===== src/rtl/cargo_stop_queue.sv =====
// Ordered stop list for the cargo elevator: each request inserts a pickup and a drop-off stop
// along the current travel path (carona), and arrivals at the head stop pop it.
module cargo_stop_queue #(
   parameter int FLOOR_W = 2,
   parameter int TYPE_W  = 2,
   parameter int ADDR_W  = 4
) (
   input  logic               clock,
   input  logic               reset,
   input  logic               req_valid,
   output logic               req_ready,
   input  logic [FLOOR_W-1:0] req_origin,
   input  logic [FLOOR_W-1:0] req_dest,
   input  logic [TYPE_W-1:0]  req_type,
   output logic               req_error,
   output logic               insert_done,
   input  logic [FLOOR_W-1:0] current_floor,
   input  logic               arrive,
   output logic               head_valid,
   output logic [FLOOR_W-1:0] head_floor,
   output logic               head_is_origin,
   output logic [TYPE_W-1:0]  head_type,
   output logic               head_up,
   output logic               at_head,
   output logic [ADDR_W:0]    count,
   output logic               busy
);

   localparam int DEPTH = 2 ** ADDR_W;
   localparam logic [ADDR_W:0] C_MAXREQ = (ADDR_W+1)'(DEPTH - 2);
   localparam logic [ADDR_W:0] C_ONE    = (ADDR_W+1)'(1);

   typedef struct packed {
      logic               is_o;
      logic [TYPE_W-1:0]  typ;
      logic [FLOOR_W-1:0] fl;
   } entry_t;

   typedef enum logic [2:0] {S_IDLE, S_SCAN_O, S_INS_O, S_SCAN_D, S_INS_D} state_t;

   state_t             r_state, w_next;
   entry_t             r_q [DEPTH];
   logic [ADDR_W:0]    r_count, r_idx;
   logic [FLOOR_W-1:0] r_origin, r_dest;
   logic [TYPE_W-1:0]  r_type;
   logic               r_pop_pend, r_req_error, r_insert_done;

   logic [ADDR_W-1:0]  w_ip, w_im1;
   logic [FLOOR_W-1:0] w_prev, w_nfl;
   logic               w_at_head, w_accept, w_pop, w_end, w_up_req, w_seg_up;
   logic               w_fit_o, w_fit_d;
   entry_t             w_new;

   assign w_at_head = (r_count != '0) && (r_q[0].fl == current_floor);
   assign req_ready = (r_state == S_IDLE) && !r_pop_pend && !(arrive && w_at_head)
                      && (r_count <= C_MAXREQ);
   assign w_accept  = req_valid && req_ready;
   assign w_pop     = r_pop_pend || (arrive && w_at_head);

   // The segment (P,N] starts at the car itself for the first scan slot.
   assign w_ip     = r_idx[ADDR_W-1:0];
   assign w_im1    = w_ip - ADDR_W'(1);
   assign w_prev   = (r_idx == '0) ? current_floor : r_q[w_im1].fl;
   assign w_nfl    = r_q[w_ip].fl;
   assign w_end    = (r_idx == r_count);
   assign w_up_req = r_dest > r_origin;
   assign w_seg_up = w_nfl > w_prev;
   assign w_fit_o  = (w_prev != w_nfl) && (w_seg_up == w_up_req) &&
                     (w_up_req ? (r_origin > w_prev && r_origin <= w_nfl)
                               : (r_origin < w_prev && r_origin >= w_nfl));
   assign w_fit_d  = (w_prev != w_nfl) &&
                     (w_seg_up ? (r_dest > w_prev && r_dest <= w_nfl)
                               : (r_dest < w_prev && r_dest >= w_nfl));
   assign w_new    = '{is_o: (r_state == S_INS_O), typ: r_type,
                       fl: (r_state == S_INS_O) ? r_origin : r_dest};

   always_ff @(posedge clock or negedge reset) begin
      if (!reset) r_state <= S_IDLE;
      else        r_state <= w_next;
   end

   always_comb begin
      w_next = r_state;
      case (r_state)
         S_IDLE:   if (!w_pop && w_accept && (req_origin != req_dest)) w_next = S_SCAN_O;
         S_SCAN_O: if (w_end || w_fit_o) w_next = S_INS_O;
         S_INS_O:  w_next = S_SCAN_D;
         S_SCAN_D: if (w_end || w_fit_d) w_next = S_INS_D;
         S_INS_D:  w_next = S_IDLE;
         default:  w_next = S_IDLE;
      endcase
   end

   always_ff @(posedge clock or negedge reset) begin
      if (!reset) begin
         for (int unsigned k = 0; k < DEPTH; k++) r_q[k] <= '0;
         r_count       <= '0;
         r_idx         <= '0;
         r_origin      <= '0;
         r_dest        <= '0;
         r_type        <= '0;
         r_pop_pend    <= 1'b0;
         r_req_error   <= 1'b0;
         r_insert_done <= 1'b0;
      end else begin
         r_req_error   <= 1'b0;
         r_insert_done <= 1'b0;
         if (r_state != S_IDLE && arrive && w_at_head) r_pop_pend <= 1'b1;
         case (r_state)
            S_IDLE: begin
               if (w_pop) begin
                  for (int unsigned k = 0; k < DEPTH - 1; k++) r_q[k] <= r_q[k+1];
                  r_q[DEPTH-1] <= '0;
                  r_count      <= r_count - C_ONE;
                  r_pop_pend   <= 1'b0;
               end else if (w_accept) begin
                  r_origin <= req_origin;
                  r_dest   <= req_dest;
                  r_type   <= req_type;
                  r_idx    <= '0;
                  if (req_origin == req_dest) r_req_error <= 1'b1;
               end
            end
            S_SCAN_O: if (!(w_end || w_fit_o)) r_idx <= r_idx + C_ONE;
            S_SCAN_D: if (!(w_end || w_fit_d)) r_idx <= r_idx + C_ONE;
            S_INS_O, S_INS_D: begin
               for (int unsigned k = 1; k < DEPTH; k++)
                  if (k > 32'(w_ip)) r_q[k] <= r_q[k-1];
               r_q[w_ip] <= w_new;
               r_count   <= r_count + C_ONE;
               r_idx     <= r_idx + C_ONE;
               if (r_state == S_INS_D) r_insert_done <= 1'b1;
            end
            default: ;
         endcase
      end
   end

   assign req_error      = r_req_error;
   assign insert_done    = r_insert_done;
   assign count          = r_count;
   assign busy           = (r_state != S_IDLE);
   assign head_valid     = (r_count != '0);
   assign head_floor     = r_q[0].fl;
   assign head_is_origin = r_q[0].is_o;
   assign head_type      = r_q[0].typ;
   assign head_up        = r_q[0].fl > current_floor;
   assign at_head        = w_at_head;

endmodule


===== config.mk =====
export PLATFORM = sky130hd
export DESIGN_NAME = cargo_stop_queue
export DESIGN_NICKNAME = d
export VERILOG_FILES = /design/src/rtl/cargo_stop_queue.sv
export SDC_FILE = /design/constraint.sdc
export NUM_CORES = 1
export LEC_CHECK = 0
export CAP_MARGIN = 10
export CORE_MARGIN = 2
export CORE_UTILIZATION = 45
export DETAILED_ROUTE_END_ITERATION = 6
export PLACE_DENSITY = 0.74
export SYNTH_ARGS = -nofsm -noshare
export SYNTH_HDL_FRONTEND = slang
export SYNTH_SLANG_ARGS = --single-unit

===== constraint.sdc =====
create_clock -name clock -period 4.4 [get_ports clock]
set_clock_uncertainty 0.05 [all_clocks]
set_input_delay 0.66 -clock clock [delete_from_list [all_inputs] [get_ports clock]]
set_output_delay 0.66 -clock clock [all_outputs]
set_load 0.01 [all_outputs]

Word level (Yosys, flattened, before mapping)
Index checks and enable logic that the tools add are counted. W data, S select, Z words.

Register bits: 102. Bits of input ports: 12. Word-level logic and storage cells: 212. Output and inout bits: 17.

Bitwise operators: 3. $add $sub $neg: 4. Multiplexer cells: 65. Reductions and logical operators: 35. Equality and inequality tests: 18. $lt $le $gt $ge: 30.

Operators by type and width (number): $mux W5 (36); $pmux W80 S2 (1); $bwmux W80 (1); $mux W80 (1); $bmux W5 S4 (2); $gt A4 B4 Y1 const A (8); $demux W5 S4 (1); $pmux W5 S4 (1); $logic_and A1 B1 Y1 (18); $gt A3 B4 Y1 const A (4); $ne A2 B2 Y1 const B (7); $mux W2 (6); $pmux W3 S4 (1); $mux W1 (11); $add A5 B1 Y5 const B (2); $ge A5 B5 Y1 const B (2); $gt A2 B2 Y1 (5); $not A4 Y5 (2); $pmux W5 S2 (1); $mux W3 (3); $gt A2 B4 Y1 const A (2); $eq A3 B2 Y1 const B (2); $reduce_and A3 Y1 (2); $eq A5 B5 Y1 (1); 26 further kinds (35).

Logic depth before layout (Yosys ltp)
Depth in word-level cells: 13. Depth in mapped cells: 16. Depth with buffers taken out: 13.

Worst setup path before layout
Ideal clock, no wire load.

Path type: reg2reg. Start point: register r_idx[0]. End point: register r_idx[0]. Slack: 74 ps. Library setup time: 79 ps. Cell stages (with the launch flop): 16. Required time: 4271 ps. Arrival: 4196 ps. Clock period less this slack: 4326 ps. Path buffers: 3. Cell sequence: dfrtp_1 buf_2 inv_1 ha_1 buf_1 mux4_2 mux4_2 mux2_2 ha_1 nand2_1 o21ai_1 or4_1 a211oi_2 or3_1 buf_4 mux2i_1.

Word-level cells in the longest chain between the ends: 13. Elaborated cells on any way between the ends: 41. Classes of those cells: add/sub (2); order compare (9); eq/ne (5); mux (12); bitwise (2); reduce/logical (11).

Ends and longest elaborated chain: start, declared (line 43) `logic [ADDR_W:0] r_count, r_idx;`; start signal, assigned (line 124) `S_SCAN_O: if (!(w_end || w_fit_o)) r_idx <= r_idx + C_ONE;`; start signal, assigned (line 125) `S_SCAN_D: if (!(w_end || w_fit_d)) r_idx <= r_idx + C_ONE;`; start signal, assigned (line 131) `r_idx <= r_idx + C_ONE;`; $sub A4 B1 Y4 (line 62) `assign w_im1 = w_ip - ADDR_W'(1);`; $not A4 Y5 (implied by the code) (line 63) `assign w_prev = (r_idx == '0) ? current_floor : r_q[w_im1].fl;`; $bmux W5 S4 (line 63); $mux W2 (implied by the code) (2 in series) (line 63); $mux W2 (line 63); $lt A2 B2 Y1, or another cell as far along (line 73) `: (r_dest < w_prev && r_dest >= w_nfl));`; $logic_and A1 B1 Y1, or another cell as far along (line 73); $mux W1, or another cell as far along (line 72) `(w_seg_up ? (r_dest > w_prev && r_dest <= w_nfl)`; $logic_and A1 B1 Y1 (on tied branches) (line 71, 68); $logic_or A1 B1 Y1 (on tied branches) (line 125, 124); $ne A2 B2 Y1 (no source line); $reduce_and A5 Y1 (no source line).

Parallel ways exist; a longest one is shown, timed or not. The select of a mux whose other input is x is not followed. A chain may end at the register's enable or synchronous reset.

Worst setup path in the final report
Ends and elaborated chain as after synthesis.

==> metrics.md <==
| Metric | Value |
|---|---|
| Sequential power share | `0.271` |
| Final hold slack | `144.0 ps` |
| Slowest cell on the critical path | `or4_1` |
| DRT Pass-1 Iters | `6` |
| Setup crit start kind | `register` |
| Placement Setup Slack | `264.2 ps` |
| # setup viols final | `0` |
| Max Slew Vio Count | `0` |
| Setup ws final | `205.7 ps` |
| Fmax | `0.2384 GHz` |
| Vias | `6,340` |
| Switch Pwr | `3.575 mW` |
| Fin crit share | `0.9533` |
| Core Rows | `45` |
| Mapped Area | `7104 um^2` |
| Synth warnings | `0` |
| Chip height | `129.6 um` |
| Nets@finish | `809` |
| DRC Markers | `0` |
| Largest family of logic cells by synthesized area | `compound AO/OA/AOI/OAI gates` |
| Yosys reg bits | `102` |
| Global placement routability congestion | `0.9118` |
| Fraction of layout cells with a size suffix above 1 | `0.1141` |
| Leak | `3.157 nW` |
| Int Power | `3.780 mW` |
| Worst vdd ir | `396.6 uV` |
| Port Buffers | `28` |
| Status | `completed` |
| Critical path, cell by cell | `inv_1 > ha_1 > mux4_2 > mux4_2 > mux2_2 > ha_1 > nand2_1 > o21ai_1 > or4_1 > a211oi_2 > or3_1 > mux2i_1` |
| Hold Buf Count CTS | `0` |
| Hold Fails Final Rpt | `0` |
| Slew margin rel. | `0.3688` |
| Final core occ | `0.5095` |
| Synth Area in Adders | `0.03980` |
| Max clock buf depth | `2` |
| Core area | `15,310 um^2` |
| TritonCTS clock tree | `done` |
| Commonest non-fill, non-tap cell in the layout | `dfrtp_1` |
| Post-cts sizing count | `0` |
| Min Tclk post-route | `4194 ps` |
| Drt initial violations | `886` |
| Slew @ Worst Pin | `946.9 ps` |
| IO Count | `29` |
| Post-synthesis mux area share | `0.1268` |
| Critical Path Fanout Max | `9` |
| Initial antenna violation count | `0` |
| Clk_lat worst skew | `370 ps` |
| Starting density of the core | `0.4639` |
| ANT nets after route | `0` |
| Die area | `16,810 um^2` |
| EDFF count, synth | `0` |
| Switching share of power | `0.4861` |
| First-pass GRT wire length | `31,580 um` |
| Ant diodes | `0` |
| Buf/Inv on CP | `1` |
| Final WL | `19,690 um` |
| Worst endpoint data arrival time | `4430 ps` |
| Syn Area/Cell | `9.096 um^2` |
| Total grt overflow | `0` |
| Die W | `129.6 um` |
| Clk pwr share | `0.108` |
| Post-synthesis compound-gate area fraction | `0.2538` |
| Setup_tns | `0 ps` |
| Post-DR vias/cell | `6.398` |
| MaxCap Viol Count | `0` |
| Clock Sinks | `102` |
| Worst Hold Class | `primary input to asynchronous set/reset pin` |
| Routed length per instance | `19.86 um` |
| Unrepaired setup endpoints after global routing | `no` |
| Sequential fraction of the synthesis area | `0.3593` |
| PwrDens | `942.7 nW/um^2` |
| Vias in the first global route | `5,848` |
| Most frequent cells in the layout | `dfrtp_1 (102), a21oi_1 (72), nand2_1 (71)` |
| Setup Crit Path Kind | `register to register` |
| Comb power frac | `0.621` |
| DP HPWL | `13,360 um` |
| P&R area growth vs syn | `9.827%` |
| Req. time, crit path | `4640 ps` |
| Post-Synth Simple-Gate Area | `0.1425` |
| Worst Setup End Kind | `register` |
| Syn nets | `815` |
| TritonCTS Buffers | `9` |
| CP max stage delay | `580 ps` |
| Clk root buf | `clkbuf_16` |
| Tot Pwr | `7.355 mW` |
| CTS H-tree depth | `3` |
| Number of library cell types mapped by synthesis | `64` |
| Largest net degree at the start of global routing | `66` |
| Post-Synth XOR/XNOR Area | `0.01603` |
| Clock transition at the registers of the reported paths | `70 ps` |
| Post-CTS Setup Inserts | `0` |
| Most used DFF post-synth | `dfrtp_1` |
| Gate Count Post-Synth | `781` |
| Delay-heaviest family, CP | `multiplexers` |
| Asr flop ratio synth | `1.000` |
| GR Util All Layers | `0.2414` |
-- cell usage after synthesis (6+ instances only) --
cell type / number / area [um^2]
o211ai_1: 7 / 52.55
buf_1: 8 / 30.03
clkbuf_1: 34 / 127.6
o21ai_1: 21 / 105.1
inv_1: 31 / 116.4
nand2b_1: 13 / 81.33
nor3_1: 10 / 50.05
buf_2: 15 / 75.07
mux2_1: 15 / 168.9
xnor2_1: 8 / 70.07
o21ai_0: 57 / 285.3
a21oi_1: 72 / 360.4
a2bb2oi_1: 13 / 113.9
mux4_2: 20 / 450.4
nand3_1: 32 / 160.2
o22ai_1: 9 / 56.30
buf_4: 9 / 67.56
a22oi_1: 12 / 90.09
nand2_1: 71 / 266.5
a32oi_1: 23 / 201.4
ha_1: 21 / 262.8
mux2i_1: 18 / 180.2
a31oi_1: 6 / 37.54
nor2_1: 43 / 161.4
dfrtp_1: 102 / 2552
o221ai_1: 11 / 96.34
mux2_2: 9 / 101.4
nor2b_1: 10 / 62.56
-- power groups by stage --
stage	combinational [mW]	clock, mW	sequential [mW]
global placement	4.36	0	1.97
floorplan	3.59	0	1.69
detailed placement	4.49	0	1.97
finish	4.57	0.795	1.99
global route	5.03	0.842	2.03
CTS	4.52	0.806	1.96
-- cell families (layout without fill, tap and decap cells) --
family / Yosys count / after routing
buf+inv: 101 / 100
compound gates: 274 / 274
xor+xnor: 13 / 13
simple gates: 207 / 207
flops: 102 / 102
fa+ha+maj: 22 / 22
mux: 62 / 62
-- per-stage QoR --
stage	std cells	instance area (um^2)
floorplan	781	7104
global placement	975	7513
detailed placement	975	7513
CTS	991	7802
global route	991	7802
finish	991	7802
-- final timing paths --
path | end | cells past startpoint | slack [ps] | start
worst max register to register | r_idx[0] | 12 | 210 | r_idx[0]
worst min register to register | r_q[3] | 2 | 460 | r_q[3]
worst max-delay path | r_idx[0] | 12 | 210 | r_idx[0]
min in group clock | r_q[3] | 2 | 460 | r_q[3]
worst min-delay path | count[1] | 1 | 140 | reset
max in group asynchronous | r_q[53] | 2 | 3270 | reset
-- state kept, by name, indices dropped and copies added (netlist names), 2 cells and up --
name	cells
count	5
head_floor	2
r_type	2
r_idx	5
head_type	2
r_state	3
r_q	75
r_origin	2
r_dest	2
-- per-layer routing --
metal,global-route usage,share of wire
met5,0,0
met4,0.09045,0.030
met3,0.05202,0.088
met2,0.3662,0.45
met1,0.3404,0.43
-- area by class of cell --
type                       instances  area (um^2)
fill                            1409         7512
multi-input combinational        578         4126
sequential                       102         2552
timing repair buffer              50        442.9
clock buffer                      14        274.0
tap                              211        264.0
inverter                          34        127.6
clock inverter                     2        15.01
No activity file was read; power rests on OpenSTA's default activity.
